--- config.mk ---
export PLATFORM = sky130hd
export DESIGN_NAME = ssb_sync_ctrl_flat
export DESIGN_NICKNAME = d
export VERILOG_FILES = /design/src/rtl/rx_pkg.sv /design/src/rtl/ssb_sync_ctrl_if.sv /design/src/rtl/ssb_sync_ctrl.sv /design/src/flat_wrapper.sv
export SDC_FILE = /design/constraint.sdc
export NUM_CORES = 1
export LEC_CHECK = 0
export ABC_CLOCK_PERIOD_IN_PS = 4050
export BUFFER_PORTS_ARGS = -buffer_cell sky130_fd_sc_hd__buf_4
export CORE_MARGIN = 4
export CORE_UTILIZATION = 44
export DETAILED_ROUTE_END_ITERATION = 10
export PLACE_DENSITY = 0.68
export SLEW_MARGIN = 20
export SYNTH_ARGS = -nofsm -noshare
export SYNTH_HDL_FRONTEND = slang
export SYNTH_SLANG_ARGS = --single-unit
--- constraint.sdc ---
create_clock -name clk_i -period 4.05 [get_ports clk_i]
set_input_delay 0.81 -clock clk_i [delete_from_list [all_inputs] [get_ports clk_i]]
set_output_delay 0.81 -clock clk_i [all_outputs]
set_load 0.005 [all_outputs]
--- src/rtl/rx_pkg.sv ---
// Shared receive-chain definitions: PSS detector mode encoding,
// sync supervisor state encoding and cell-ID field widths.
package rx_pkg;

  localparam int N_ID_W   = 10;
  localparam int N_ID_2_W = 2;

  // PSS detector operating mode, shared with the detector and frame_sync
  typedef enum logic [1:0] {
    MODE_SEARCH = 2'd0,
    MODE_TRACK  = 2'd1,
    MODE_PAUSE  = 2'd2
  } mode_e;

  typedef enum logic [1:0] {
    ST_SEARCH     = 2'd0,
    ST_WAIT_SSS   = 2'd1,
    ST_TRACK_WAIT = 2'd2,
    ST_TRACK_WIN  = 2'd3
  } state_e;

endpackage

--- src/rtl/ssb_sync_ctrl_if.sv ---
// Bundle between the SSB sync supervisor and the PSS/SSS detectors.
// master: detector/sample side driving events; slave: the supervisor.
// Inputs to the supervisor: sample strobe, restart, PSS and SSS pulses.
// Outputs: detector mode, requested N_id_2, CFO gate, lock status,
// latched IDs, loss-of-lock pulse, miss count and debug state.
interface ssb_sync_ctrl_if
  import rx_pkg::*;
#(
  parameter int MAX_MISSES = 3
) ();

  localparam int MISS_W = $clog2(MAX_MISSES + 1);

  logic                sample_valid_i;
  logic                restart_i;
  logic                N_id_2_valid_i;
  logic [N_ID_2_W-1:0] N_id_2_i;
  logic                N_id_valid_i;
  logic [N_ID_W-1:0]   N_id_i;

  logic [1:0]          PSS_detector_mode_o;
  logic [N_ID_2_W-1:0] requested_N_id_2_o;
  logic                CFO_en_o;
  logic                locked_o;
  logic [N_ID_2_W-1:0] N_id_2_o;
  logic [N_ID_W-1:0]   N_id_o;
  logic                lock_lost_o;
  logic [MISS_W-1:0]   miss_cnt_o;
  logic [1:0]          state_o;

  modport master (
    output sample_valid_i,
    output restart_i,
    output N_id_2_valid_i,
    output N_id_2_i,
    output N_id_valid_i,
    output N_id_i,
    input  PSS_detector_mode_o,
    input  requested_N_id_2_o,
    input  CFO_en_o,
    input  locked_o,
    input  N_id_2_o,
    input  N_id_o,
    input  lock_lost_o,
    input  miss_cnt_o,
    input  state_o
  );

  modport slave (
    input  sample_valid_i,
    input  restart_i,
    input  N_id_2_valid_i,
    input  N_id_2_i,
    input  N_id_valid_i,
    input  N_id_i,
    output PSS_detector_mode_o,
    output requested_N_id_2_o,
    output CFO_en_o,
    output locked_o,
    output N_id_2_o,
    output N_id_o,
    output lock_lost_o,
    output miss_cnt_o,
    output state_o
  );

endinterface

--- src/rtl/ssb_sync_ctrl.sv ---
// SSB acquisition/tracking supervisor: sequences the PSS detector
// between search, track and pause, latches N_id_2/N_id, keeps an
// SSB-period sample timebase and declares loss of lock on misses.
// Ports: clk_i, reset_i (sync, active-high), bus (slave modport).
module ssb_sync_ctrl
  import rx_pkg::*;
#(
  parameter int SSB_PERIOD  = 38400,
  parameter int TRACK_WIN   = 16,
  parameter int MAX_MISSES  = 3,
  parameter int SSS_TIMEOUT = 2048
) (
  input logic           clk_i,
  input logic           reset_i,
  ssb_sync_ctrl_if.slave bus
);

  localparam int CNT_W  = $clog2(SSB_PERIOD + TRACK_WIN);
  localparam int MISS_W = $clog2(MAX_MISSES + 1);
  localparam int HALF   = TRACK_WIN / 2;

  localparam logic [CNT_W-1:0] OPEN_AT =
    CNT_W'(SSB_PERIOD - HALF - 1);
  localparam logic [CNT_W-1:0] CLOSE_AT =
    CNT_W'(SSB_PERIOD + HALF - 1);
  localparam logic [CNT_W-1:0] TMO_AT =
    CNT_W'(SSS_TIMEOUT - 1);
  // after a miss, resume as if the PSS had arrived on time
  localparam logic [CNT_W-1:0] REANCHOR = CNT_W'(HALF);
  localparam logic [MISS_W-1:0] MISS_MAX = MISS_W'(MAX_MISSES);

  state_e              state;
  logic [CNT_W-1:0]    cnt;
  logic [MISS_W-1:0]   miss_cnt;
  logic                locked;
  logic                lock_lost;
  logic [N_ID_2_W-1:0] nid2;
  logic [N_ID_W-1:0]   nid;

  logic                sv;
  logic                pss_hit;
  logic                win_close;
  logic                sss_tmo;
  logic                win_open;
  logic [MISS_W-1:0]   miss_nxt;

  mode_e               mode;
  logic                cfo_en;

  assign sv        = bus.sample_valid_i;
  assign pss_hit   = bus.N_id_2_valid_i &&
                     (bus.N_id_2_i == nid2);
  assign win_close = sv && (cnt == CLOSE_AT);
  assign win_open  = sv && (cnt == OPEN_AT);
  assign sss_tmo   = sv && (cnt == TMO_AT);
  assign miss_nxt  = miss_cnt + 1'b1;

  always_ff @(posedge clk_i) begin
    lock_lost <= 1'b0;
    if (reset_i) begin
      state    <= ST_SEARCH;
      cnt      <= '0;
      miss_cnt <= '0;
      locked   <= 1'b0;
      nid2     <= '0;
      nid      <= '0;
    end else if (bus.restart_i) begin
      state    <= ST_SEARCH;
      cnt      <= '0;
      miss_cnt <= '0;
      locked   <= 1'b0;
    end else begin
      if (sv && state != ST_SEARCH)
        cnt <= cnt + 1'b1;
      unique case (state)
        ST_SEARCH: begin
          if (bus.N_id_2_valid_i) begin
            nid2  <= bus.N_id_2_i;
            cnt   <= '0;
            state <= ST_WAIT_SSS;
          end
        end
        ST_WAIT_SSS: begin
          if (bus.N_id_valid_i) begin
            nid      <= bus.N_id_i;
            locked   <= 1'b1;
            miss_cnt <= '0;
            state    <= ST_TRACK_WAIT;
          end else if (sss_tmo) begin
            cnt   <= '0;
            state <= ST_SEARCH;
          end
        end
        ST_TRACK_WAIT: begin
          if (win_open)
            state <= ST_TRACK_WIN;
        end
        ST_TRACK_WIN: begin
          if (pss_hit) begin
            cnt      <= '0;
            miss_cnt <= '0;
            state    <= ST_TRACK_WAIT;
          end else if (win_close) begin
            if (miss_nxt == MISS_MAX) begin
              cnt       <= '0;
              miss_cnt  <= '0;
              locked    <= 1'b0;
              lock_lost <= 1'b1;
              state     <= ST_SEARCH;
            end else begin
              cnt      <= REANCHOR;
              miss_cnt <= miss_nxt;
              state    <= ST_TRACK_WAIT;
            end
          end
        end
        default: state <= ST_SEARCH;
      endcase
    end
  end

  always_comb begin
    mode   = MODE_PAUSE;
    cfo_en = 1'b0;
    unique case (1'b1)
      (state == ST_SEARCH): begin
        mode   = MODE_SEARCH;
        cfo_en = 1'b1;
      end
      (state == ST_TRACK_WIN): begin
        mode   = MODE_TRACK;
        cfo_en = 1'b1;
      end
      default: begin
        mode   = MODE_PAUSE;
        cfo_en = 1'b0;
      end
    endcase
  end

  assign bus.PSS_detector_mode_o = mode;
  assign bus.requested_N_id_2_o  = nid2;
  assign bus.CFO_en_o            = cfo_en;
  assign bus.locked_o            = locked;
  assign bus.N_id_2_o            = nid2;
  assign bus.N_id_o              = nid;
  assign bus.lock_lost_o         = lock_lost;
  assign bus.miss_cnt_o          = miss_cnt;
  assign bus.state_o             = state;

endmodule

--- src/flat_wrapper.sv ---
// flat-port wrapper written by rule: the top's interface ports become plain ports
module ssb_sync_ctrl_flat import rx_pkg::*;
#(
  parameter int SSB_PERIOD  = 38400,
  parameter int TRACK_WIN   = 16,
  parameter int MAX_MISSES  = 3,
  parameter int SSS_TIMEOUT = 2048
)
  (clk_i, reset_i, bus_sample_valid_i, bus_restart_i, bus_N_id_2_valid_i, bus_N_id_2_i, bus_N_id_valid_i, bus_N_id_i, bus_PSS_detector_mode_o, bus_requested_N_id_2_o, bus_CFO_en_o, bus_locked_o, bus_N_id_2_o, bus_N_id_o, bus_lock_lost_o, bus_miss_cnt_o, bus_state_o);
  ssb_sync_ctrl_if #(.MAX_MISSES(MAX_MISSES)) bus_i ();
  input logic clk_i;
  input logic reset_i;
  input wire logic [$bits(bus_i.sample_valid_i)-1:0] bus_sample_valid_i;
  input wire logic [$bits(bus_i.restart_i)-1:0] bus_restart_i;
  input wire logic [$bits(bus_i.N_id_2_valid_i)-1:0] bus_N_id_2_valid_i;
  input wire logic [$bits(bus_i.N_id_2_i)-1:0] bus_N_id_2_i;
  input wire logic [$bits(bus_i.N_id_valid_i)-1:0] bus_N_id_valid_i;
  input wire logic [$bits(bus_i.N_id_i)-1:0] bus_N_id_i;
  output wire logic [$bits(bus_i.PSS_detector_mode_o)-1:0] bus_PSS_detector_mode_o;
  output wire logic [$bits(bus_i.requested_N_id_2_o)-1:0] bus_requested_N_id_2_o;
  output wire logic [$bits(bus_i.CFO_en_o)-1:0] bus_CFO_en_o;
  output wire logic [$bits(bus_i.locked_o)-1:0] bus_locked_o;
  output wire logic [$bits(bus_i.N_id_2_o)-1:0] bus_N_id_2_o;
  output wire logic [$bits(bus_i.N_id_o)-1:0] bus_N_id_o;
  output wire logic [$bits(bus_i.lock_lost_o)-1:0] bus_lock_lost_o;
  output wire logic [$bits(bus_i.miss_cnt_o)-1:0] bus_miss_cnt_o;
  output wire logic [$bits(bus_i.state_o)-1:0] bus_state_o;
  assign bus_i.sample_valid_i = bus_sample_valid_i;
  assign bus_i.restart_i = bus_restart_i;
  assign bus_i.N_id_2_valid_i = bus_N_id_2_valid_i;
  assign bus_i.N_id_2_i = bus_N_id_2_i;
  assign bus_i.N_id_valid_i = bus_N_id_valid_i;
  assign bus_i.N_id_i = bus_N_id_i;
  assign bus_PSS_detector_mode_o = bus_i.PSS_detector_mode_o;
  assign bus_requested_N_id_2_o = bus_i.requested_N_id_2_o;
  assign bus_CFO_en_o = bus_i.CFO_en_o;
  assign bus_locked_o = bus_i.locked_o;
  assign bus_N_id_2_o = bus_i.N_id_2_o;
  assign bus_N_id_o = bus_i.N_id_o;
  assign bus_lock_lost_o = bus_i.lock_lost_o;
  assign bus_miss_cnt_o = bus_i.miss_cnt_o;
  assign bus_state_o = bus_i.state_o;
  ssb_sync_ctrl #(.SSB_PERIOD(SSB_PERIOD), .TRACK_WIN(TRACK_WIN), .MAX_MISSES(MAX_MISSES), .SSS_TIMEOUT(SSS_TIMEOUT)) u_core (.clk_i(clk_i), .reset_i(reset_i), .bus(bus_i));
endmodule
; ---- Word level (Yosys, flattened, before mapping)
; Cells that the tools add are included.
[totals]
out_inout_bits = 23
regBits = 34
inputBits = 18
[classes]
eq_ne = 16
add_sub_neg = 2
muxes = 29
bitwise_logic = 3
reduce_logical = 16
[op_table]
columns = cell, count
row1 = $mux W16, 6
row2 = $pmux W16 S3, 1
row3 = $eq A16 B16 Y1 const B, 2
row4 = $mux W2, 11
row5 = $add A16 B1 Y16 const B, 1
row6 = $eq A16 B11 Y1 const B, 1
row7 = $reduce_and A3 Y1, 3
row8 = $pmux W2 S2, 2
row9 = $pmux W2 S4, 1
row10 = $eq A2 B2 Y1 const B, 3
row11 = $mux W1, 6
row12 = $ne A2 B1 Y1 const B, 3
row13 = $ne A2 B2 Y1 const B, 3
row14 = $logic_and A1 B1 Y1, 5
row15 = $reduce_and A5 Y1, 1
row16 = $reduce_or A5 Y1, 1
row17 = $mux W4, 1
row18 = $reduce_and A4 Y1, 1
row19 = $reduce_bool A2 Y1, 2
row20 = $reduce_or A2 Y1, 2
row21 = $ne A3 B1 Y1 const B, 1
row22 = $ne A3 B2 Y1 const B, 1
row23 = $not A1 Y1, 3
row24 = $add A2 B1 Y2 const B, 1
row25 = other kinds (4), 4

; ---- Depth between registers and ports, before layout
; Gate-level depths: netlist (run 1).
[logic_depth]
depth_word = 6
depth_mapped = 9
ltp_nobuf = 7

; ---- Least setup slack after synthesis (run 1)
; Ideal clock, no wire load.
[synth_path]
path_kind = input port to flip-flop
from = in bus_sample_valid_i
to = reg u_core.cnt[5]
arrival_time_ns = 2.168
n_path_buf = 1
required_time_ns = 3.935
stages = 6
setup_time_ns = 0.115
path_slack_ns = 1.767
path_cell_list = nand4b_1 -> nor4b_4 -> a31oi_1 -> o41ai_4 -> buf_6 -> nor2_1
[synth_between]
elab_chain_cells = 5
elab_cells_between_ends = 10
cone_classes = 7 x mux / 3 x reduce/logical
[synth_lines]
columns = item, line_no
row1 = start: declaration, flat_wrapper.sv:13  ; input wire logic [$bits(bus_i.sample_valid_i)-1:0] bus_sample_valid_i;
row2 = $logic_and A1 B1 Y1, ssb_sync_ctrl.sv:73  ; if (sv && state != ST_SEARCH)
row3 = $mux W16, ssb_sync_ctrl.sv:73
row4 = $mux W16 (on tied branches), "ssb_sync_ctrl.sv:103, ssb_sync_ctrl.sv:89"
row5 = $mux W16 (on tied branches), "ssb_sync_ctrl.sv:99, ssb_sync_ctrl.sv:84"
row6 = $pmux W16 S3 *, ssb_sync_ctrl.sv:75  ; unique case (state)
row7 = end signal: assignment, ssb_sync_ctrl.sv:74  ; cnt <= cnt + 1'b1;
row8 = end: declaration, ssb_sync_ctrl.sv:33  ; logic [CNT_W-1:0] cnt;
; Every way passes the cells marked *; elsewhere a longest branch is shown, timed or not.
; A chain may end at the register's enable or synchronous reset.

; ---- Worst setup path in the final report (run 1)
[layout_path]
from = reg u_core.cnt[0]
to = reg u_core.cnt[7]
[layout_between]
elab_chain_cells = 5
elab_cells_between_ends = 12
cone_classes = 1 x add/sub / 2 x eq/ne / 7 x mux / 2 x reduce/logical
[layout_lines]
columns = item, line_no
row1 = $add A16 B1 Y16 (tied with other cells), ssb_sync_ctrl.sv:74
row2 = $mux W16 (tied with other cells), ssb_sync_ctrl.sv:73
row3 = $mux W16 (on tied branches), "ssb_sync_ctrl.sv:103, ssb_sync_ctrl.sv:89"
row4 = $mux W16 (on tied branches), "ssb_sync_ctrl.sv:99, ssb_sync_ctrl.sv:84"
row5 = $pmux W16 S3 *, ssb_sync_ctrl.sv:75
; Marks and branches as above.

==> impl_metrics.json, run 1 <==
{
  "place_area_um2": 2030,
  "maxSlewViolCount": 0,
  "cts_buffers": 5,
  "first_pass_iters": 4,
  "setup_viol": 0,
  "rrSetupSlack_ps": 1480,
  "rr_endpoint": "u_core.cnt[7]",
  "period_share_pct": 63.5,
  "tightest_slew_ps": 830,
  "synth_top_cell_area_share_pct": 39.6,
  "clock_latency_ps": 290,
  "rsz0062_at_grt": "false",
  "start_util_pct": 46.3,
  "synth.distinct_cells": 42,
  "drc": 0,
  "ys_ff_latch": 34,
  "grt_first_pass_wirelength_mm": 6.20,
  "drive_gt1_share_pct": 24.9,
  "num_rows": 22,
  "synthTopCellsByArea": "dfxtp_1 40%, nand2_1 7.4%, xor2_1 6.1%, nor2_1 4.4%, a21oi_1 4.1%",
  "leakagePower_nw": 0.833,
  "critPathMaxFanout": 14,
  "ys_seq_area_share_pct": 39.6,
  "relSlewSlack_pct": 44.5,
  "portBuffers": 40,
  "synth_common_cells": "34 x dfxtp_1, 34 x nand2_1, 20 x nor2_1",
  "async_flop_share_pct": 0,
  "wl_mm": 3.73,
  "viasPerCell": 5.22,
  "r2r_cells": 6,
  "final_area_um2": 2130,
  "hpwl_mm": 2.83,
  "dominantRegCellSynth": "dfxtp_1",
  "antenna_left": 0,
  "end_kind": "register",
  "nNetsFinal": 259,
  "antenna_found_initial": 0,
  "synth.cell_area_um2": 1720,
  "avgSynthCellArea_um2": 8.73,
  "cts_resized": 0,
  "cap_viol_max_count": 0,
  "power_density_nw_per_um2": 306,
  "hp-class": "reg2reg",
  "place_congestion": 0.818,
  "finalHoldViolCount": 0,
  "postCtsHoldBufs": 0,
  "cts_num_sinks": 34,
  "cts_setup_buffers": 0,
  "fin_tns_setup_ps": 0,
  "skew_ps": 9.70,
  "first_iter_violations": 113,
  "die_height_um": 70.5,
  "die_w_um": 70.5,
  "cp.required_ps": 4180,
  "clkSlewWorstSetupHoldPaths_ps": 70,
  "grt_usage_pct": 15.3,
  "wire_per_inst_um": 13.1,
  "max_clock_freq_mhz": 389,
  "die-area_um2": 4970,
  "syn-num-nets": 220,
  "cts_root_buffer": "clkbuf_8",
  "grt.overflow.total": 0,
  "vias": 1487,
  "fp.coreArea_um2": 3720,
  "startpoint_type": "register",
  "vdd_drop_max_mv": 0.204,
  "syn2layout_area_growth_pct": 23.7,
  "cts.path.max_buffers": 2,
  "cts_tree": "built",
  "grt_max_degree": 15,
  "grt_pass1_vias": 1358,
  "endpoint": "u_core.cnt[7]",
  "timing.rr.start": "u_core.cnt[0]",
  "status": "finished, final reports clean",
  "h-tree-depth": 2,
  "crit_path_start": "u_core.cnt[0]",
  "period_needed_ps": 2570,
  "final_util_pct": 57.2,
  "path_class": "reg2reg",
  "antenna_cells": 0,
  "yosysWarningCount": 0,
  "io_pins": 41,
  "synth_cells": 197,
  "crit_arrival_ps": 2710,
  "synth-edff-count": 0,
  "synth_area_leader_cell": "dfxtp_1"
}
[stage by stage]
stage                     power, mW  hold WS, ps  worst slack, ps  std cells
after detailed placement      0.400          447             1190        277
after global placement        0.400          444             1200        277
after CTS                     0.656          456             1450        285
final                         0.651          455             1480        285
after global routing          0.675          478             1270        285
after floorplan               0.375          447             1770        197
[cells by family (layout without fill, tap and decap cells)]
family                     after synthesis  count (layout)  share of synthesized area, %
AOI/OAI and AO/OA                       30              30                          13.2
and+or+nand+nor                         90              90                          27.7
muxes                                    5               5                          2.91
buffers and inverters                   16              56                          4.37
DFF                                     34              34                          39.6
adders and majority gates                5               5                          3.64
xor gates and xnor gates                17              17                          8.66
[per-layer routing]
layer  share of wire, %  GRT usage, %  up-vias  routed length, um
met5                  0             0        -                  0
met2                 47          24.0       42               1740
met3                6.5          5.04        7                244
li1                   -             -      760                  -
met4                1.4          4.47        0                 51
met1                 45          20.1      678               1690
[worst min-delay path by stage]
stage	startpoint	to	slack (ps)	cells after the start
3_3_place_gp	u_core.bus.N_id_o[1]	u_core.bus.N_id_o[1]	440	2
5_1_grt	u_core.bus.N_id_o[1]	u_core.bus.N_id_o[1]	480	2
6_report	u_core.bus.N_id_o[1]	u_core.bus.N_id_o[1]	450	2
2_1_floorplan	u_core.bus.N_id_o[1]	u_core.bus.N_id_o[1]	450	2
4_1_cts	u_core.bus.N_id_o[1]	u_core.bus.N_id_o[1]	460	2
3_5_place_dp	u_core.bus.N_id_o[1]	u_core.bus.N_id_o[1]	450	2
[critical path, cell delays in order, from the launching register on]
cell	delay, ps
dfxtp_1	410
ha_1	250
nand4b_1	160
nor4b_4	430
a31oi_1	250
o41ai_4	800
nor2_1	120
[registers in the layout (all words and copies together) (netlist names)]
signal,cells
u_core.bus.N_id_2_o,2
u_core.bus.N_id_o,10
u_core.bus.lock_lost_o,1
u_core.bus.locked_o,1
u_core.bus.miss_cnt_o,2
u_core.bus.state_o,2
u_core.cnt,16
[area by class of cell]
cell class	instances	area [um2]
clock buffers	7	86.3
flip-flops and latches	34	681
well taps	48	60.1
fillers	358	1590
inverters	8	30.0
repair buffers	40	300
multi-input cells	147	963
clock inverters	1	5.00
[cell usage in the layout, fill, tap and decap left out, types with 2 or more instances in the layout]
master    count
mux2i_1       5
ha_1          5
or2_2         3
and3_1        3
nand4_1       5
a31oi_1       2
o311ai_0      3
a21oi_1      14
o21ai_0       2
xnor2_1       5
dfxtp_1      34
o31ai_1       2
or4_1         2
nand4b_1      3
nor2_2        2
nand3_1       5
inv_1         8
buf_4        40
clkbuf_8      6
nor3_1        2
xor2_1       12
nor2_1       20
nand2_1      34
[where the power goes]
group / internal, mW / switching (mW)
Sequential: 0.338 / 0.00269
Combinational: 0.0264 / 0.0254
Clock: 0.137 / 0.122
(Power assumes the default switching activity.)
==> run 2: changes to the inputs <==
--- a/config.mk
+++ b/config.mk
@@ -5,12 +5,12 @@
 export SDC_FILE = /design/constraint.sdc
 export NUM_CORES = 1
 export LEC_CHECK = 0
-export ABC_CLOCK_PERIOD_IN_PS = 4050
+export ABC_CLOCK_PERIOD_IN_PS = 2320
 export BUFFER_PORTS_ARGS = -buffer_cell sky130_fd_sc_hd__buf_4
 export CORE_MARGIN = 4
 export CORE_UTILIZATION = 44
 export DETAILED_ROUTE_END_ITERATION = 10
-export PLACE_DENSITY = 0.68
+export PLACE_DENSITY = 0.7
 export SLEW_MARGIN = 20
 export SYNTH_ARGS = -nofsm -noshare
 export SYNTH_HDL_FRONTEND = slang
==> constraint.sdc (replaced) <==
create_clock -name clk_i -period 2.32 [get_ports clk_i]
set_input_delay 0.464 -clock clk_i [delete_from_list [all_inputs] [get_ports clk_i]]
set_output_delay 0.464 -clock clk_i [all_outputs]
set_load 0.005 [all_outputs]
==> impl_metrics.json, run 2 (same netlist as run 1, synthesis figures left out) <==
{
  "path_class": "reg2reg",
  "switching_share_pct": 19.2,
  "cp.required_ps": 2500,
  "r2r_cells": 8,
  "cts_root_buffer": "clkbuf_8",
  "fin_tns_setup_ps": 0,
  "viasPerCell": 5.06,
  "first_pass_iters": 4,
  "wl_mm": 3.63,
  "nNetsFinal": 263,
  "die_height_um": 70.5,
  "hp-class": "in2reg",
  "cts_buffers": 5,
  "start_util_pct": 46.3,
  "use_met3_pct": 5.61,
  "tightest_slew_ps": 675,
  "setup_viol": 0,
  "rrSetupSlack_ps": 90,
  "cts_num_sinks": 34,
  "crit_arrival_ps": 2410,
  "grt.overflow.total": 0,
  "grt_pass1_vias": 1301,
  "grt_usage_pct": 15.0,
  "vdd_drop_max_mv": 0.372,
  "h-tree-depth": 2,
  "use_met2_pct": 22.0,
  "max_clock_freq_mhz": 448,
  "first_iter_violations": 104,
  "vias": 1462,
  "rsz0062_at_grt": "true",
  "status": "finished, final reports clean",
  "drive_gt1_share_pct": 27.4,
  "clock_latency_ps": 290,
  "global_route.usage.met1_pct": 19.8,
  "stdcell_count": 289,
  "skew_ps": 7.47,
  "mostFrequentLayoutCell": "buf_4",
  "antenna_cells": 0,
  "top_register": "u_core.cnt",
  "portBuffers": 40,
  "drc": 0,
  "hpwl_mm": 2.75,
  "grt_first_pass_wirelength_mm": 5.93,
  "power_density_nw_per_um2": 613,
  "place_area_um2": 2050,
  "rr_endpoint": "u_core.cnt[4]",
  "syn2layout_area_growth_pct": 28.6,
  "min_from": "bus_N_id_i[2]",
  "die-area_um2": 4970,
  "intPower_mw": 1.10,
  "hold_end": "u_core.bus.N_id_o[2]",
  "cts_tree": "built",
  "dpl_worst_slack_ps": 54.0,
  "setup_ws_ps": 85.9,
  "timing.rr.start": "u_core.cnt[0]",
  "wire_per_inst_um": 12.6,
  "seqPwrFrac_pct": 43.8,
  "grt-busiest-layer": "met2",
  "period_needed_ps": 2230,
  "largest_register_ffs": 16,
  "grt_max_degree": 15,
  "cap_viol_max_count": 0,
  "place_congestion": 0.891,
  "finalHoldViolCount": 0,
  "critPathMaxFanout": 8,
  "final_cell_mix": "44 x buf_4, 34 x nand2_1, 33 x dfxtp_1, 20 x nor2_1, 14 x a21oi_1",
  "clkSlewWorstSetupHoldPaths_ps": 70,
  "fp.coreArea_um2": 3720,
  "maxSlewViolCount": 0,
  "end_kind": "register",
  "dpl.cell_count": 279,
  "final_area_um2": 2210,
  "antenna_left": 0,
  "postCtsHoldBufs": 0,
  "hold_depth": 3,
  "p_clk_share_pct": 49.3,
  "final_util_pct": 59.5,
  "antenna_found_initial": 0,
  "io_pins": 41,
  "p_comb_share_pct": 6.9,
  "startpoint_type": "register",
  "hold_ws_ps": 420,
  "period_share_pct": 96.3,
  "num_rows": 22,
  "cts.path.max_buffers": 2,
  "leakagePower_nw": 0.873,
  "netSwitchingPower_uw": 260,
  "die_w_um": 70.5,
  "relSlewSlack_pct": 54.8,
  "power_mw": 1.36
}
-- run 2: changes by cell type in the layout (fill, tap and decap cells not counted), sizes merged --
cell,change
buf,+4
bufinv,+2
clkbuf,-1
clkinv,-1
-- run 2: area by class of cell --
class | count | area [um2]
well taps | 48 | 60.1
multi-input cells | 147 | 966
flip-flops and latches | 34 | 682
clock buffers | 6 | 82.6
inverters | 8 | 30.0
repair buffers | 44 | 330
fillers | 339 | 1510
clock inverters | 2 | 60.1
-- run 2: timing repair --
item,CTS,global route
resized for setup,0,2
endpoints found under the setup margin,0,18
buffers inserted,0,2
-- run 2: worst max path at each step --
stage	from	cells after the start	slack [ps]	to
4_1_cts	u_core.cnt[0]	7	40	u_core.cnt[4]
2_1_floorplan	u_core.cnt[0]	7	240	u_core.cnt[7]
3_5_place_dp	u_core.cnt[0]	7	50	u_core.cnt[4]
6_report	u_core.cnt[0]	8	90	u_core.cnt[4]
3_3_place_gp	u_core.cnt[0]	7	80	u_core.cnt[1]
5_1_grt	u_core.cnt[1]	8	-20	u_core.cnt[4]
-- run 2: power by group through the flow --
stage	Combinational (mW)	Clock [mW]	Sequential, mW
final	0.0930	0.669	0.594
after floorplan	0.0468	0	0.607
after detailed placement	0.0933	0	0.607
after global placement	0.0930	0	0.607
after CTS	0.0942	0.681	0.594
after global routing	0.103	0.707	0.595
-- run 2: routing by layer --
metal,vias to the layer above,routed length [um]
li1,769,-
met1,647,1690
met2,39,1660
met3,7,211
met4,0,74
met5,-,0
-- run 2: worst max-delay path: stages, from the launching register on --
cell      delay (ps)
dfxtp_2          380
ha_2             210
nand4b_1         150
nor4b_4          400
buf_4            200
a31oi_4          130
o41ai_4          390
buf_4            210
nor2_1            60
==> run 3: changes to the inputs <==
--- a/config.mk
+++ b/config.mk
@@ -5,12 +5,12 @@
 export SDC_FILE = /design/constraint.sdc
 export NUM_CORES = 1
 export LEC_CHECK = 0
-export ABC_CLOCK_PERIOD_IN_PS = 2320
+export ABC_CLOCK_PERIOD_IN_PS = 2900
 export BUFFER_PORTS_ARGS = -buffer_cell sky130_fd_sc_hd__buf_4
 export CORE_MARGIN = 4
 export CORE_UTILIZATION = 44
 export DETAILED_ROUTE_END_ITERATION = 10
-export PLACE_DENSITY = 0.7
+export PLACE_DENSITY = 0.68
 export SLEW_MARGIN = 20
 export SYNTH_ARGS = -nofsm -noshare
 export SYNTH_HDL_FRONTEND = slang
==> constraint.sdc (replaced) <==
create_clock -name clk_i -period 2.9 [get_ports clk_i]
set_input_delay 0.58 -clock clk_i [delete_from_list [all_inputs] [get_ports clk_i]]
set_output_delay 0.58 -clock clk_i [all_outputs]
set_load 0.005 [all_outputs]
==> impl_metrics.json, run 3 (same netlist as run 1, synthesis figures left out) <==
{
  "status": "finished, final reports clean",
  "leakagePower_nw": 0.837,
  "power_density_nw_per_um2": 425,
  "antenna_left": 0,
  "die-area_um2": 4970,
  "cts_resized": 0,
  "setup_viol": 0,
  "dpl_worst_slack_ps": 560,
  "max_clock_freq_mhz": 451,
  "mostFrequentLayoutCell": "buf_4",
  "cap_viol_max_count": 0,
  "clkSlewWorstSetupHoldPaths_ps": 70,
  "top_register": "u_core.cnt",
  "portBuffers": 40,
  "antenna_found_initial": 0,
  "period_share_pct": 76.5,
  "grt_first_pass_wirelength_mm": 6.26,
  "final_cell_mix": "41 x buf_4, 34 x nand2_1, 34 x dfxtp_1, 20 x nor2_1, 14 x a21oi_1",
  "period_needed_ps": 2220,
  "crit_arrival_ps": 2390,
  "grt_pass1_vias": 1427,
  "slowest_stage": "nor4b_4",
  "cts.path.max_buffers": 2,
  "wl_mm": 3.75,
  "fp.coreArea_um2": 3720,
  "die_w_um": 70.5,
  "cts_buffers": 5,
  "largest_register_ffs": 16,
  "setup_ws_ps": 681,
  "fillers": 354,
  "final_util_pct": 57.4,
  "antenna_cells": 0,
  "vdd_drop_max_mv": 0.239,
  "postCtsHoldBufs": 0,
  "relSlewSlack_pct": 56.4,
  "grt.overflow.total": 0,
  "first_iter_violations": 76,
  "num_rows": 22,
  "skew_ps": 5.29,
  "vias": 1456,
  "start_util_pct": 46.3,
  "cts_tree": "built",
  "hpwl_mm": 2.82,
  "startpoint_type": "register",
  "grt_max_degree": 15,
  "top_layer": "met4",
  "fin_tns_setup_ps": 0,
  "cp_slowest_stage_delay_ps": 420,
  "wl_met2_mm": 1.69,
  "path_buf_inv": 1,
  "met1_length_mm": 1.78,
  "finalHoldViolCount": 0,
  "nNetsFinal": 260,
  "clock_latency_ps": 290,
  "die_height_um": 70.5,
  "path_class": "reg2reg",
  "rsz0062_at_grt": "false",
  "hp-class": "reg2reg",
  "cp_top_family": "simple AND/OR/NAND/NOR gates",
  "grt_usage_pct": 15.7,
  "viasPerCell": 5.09,
  "tightest_slew_ps": 649,
  "drive_gt1_share_pct": 25.2,
  "wire_per_inst_um": 13.1,
  "cts_root_buffer": "clkbuf_8",
  "maxSlewViolCount": 0,
  "syn2layout_area_growth_pct": 24.1,
  "crit_path_cell_trace": "ha_1, nand4b_1, nor4b_4, a31oi_1, o41ai_4, buf_4, nor2_1",
  "h-tree-depth": 2,
  "end_kind": "register",
  "drc": 0,
  "first_pass_iters": 4,
  "place_congestion": 0.833,
  "cp.required_ps": 3080,
  "wl_met3_um": 202,
  "critPathMaxFanout": 14,
  "cts_num_sinks": 34,
  "io_pins": 41,
  "cts_setup_buffers": 0
}
run 3: final cells by class:
class	count	area, um2	area share (%)
multi-input cells	147	963	45.2
flip-flops and latches	34	681	31.9
repair buffers	41	308	14.4
clock buffers	7	86.3	4.05
well taps	48	60.1	2.82
inverters	8	30.0	1.41
clock inverters	1	5.00	0.235
run 3: worst paths after layout:
check | start | to | slack [ps] | depth (start not counted)
setup / recovery | u_core.cnt[0] | u_core.cnt[9] | 680 | 7
hold reg to reg | u_core.bus.N_id_o[8] | u_core.bus.N_id_o[8] | 460 | 2
setup reg to reg | u_core.cnt[0] | u_core.cnt[9] | 680 | 7
hold / removal | u_core.bus.N_id_o[8] | u_core.bus.N_id_o[8] | 460 | 2
run 3: routing by layer:
layer  global-route usage, %  vias up
met5                       0        -
met4                    7.02        0
met3                    5.18        7
met2                    24.8       30
met1                    19.3      662
li1                        -      757
run 3: worst min-delay path: stages (launching register included):
cell,delay (ps)
dfxtp_1,310
nand2_1,50
a21oi_1,50
run 3: stage by stage:
stage	hold WS, ps	total power, mW	instances	cell area [um2]
final	455	0.907	286	2130
after global routing	475	0.949	286	2130
after CTS	457	0.918	286	2130
after detailed placement	447	0.560	278	2040
after global placement	444	0.559	278	2040
after floorplan	447	0.523	197	1720
run 3: report_power, final:
part	internal [mW]	total, mW	switching, mW
combinational	0.0378	0.0732	0.0354
clock	0.191	0.358	0.167
sequential	0.472	0.475	0.00375
total	0.701	0.907	0.206
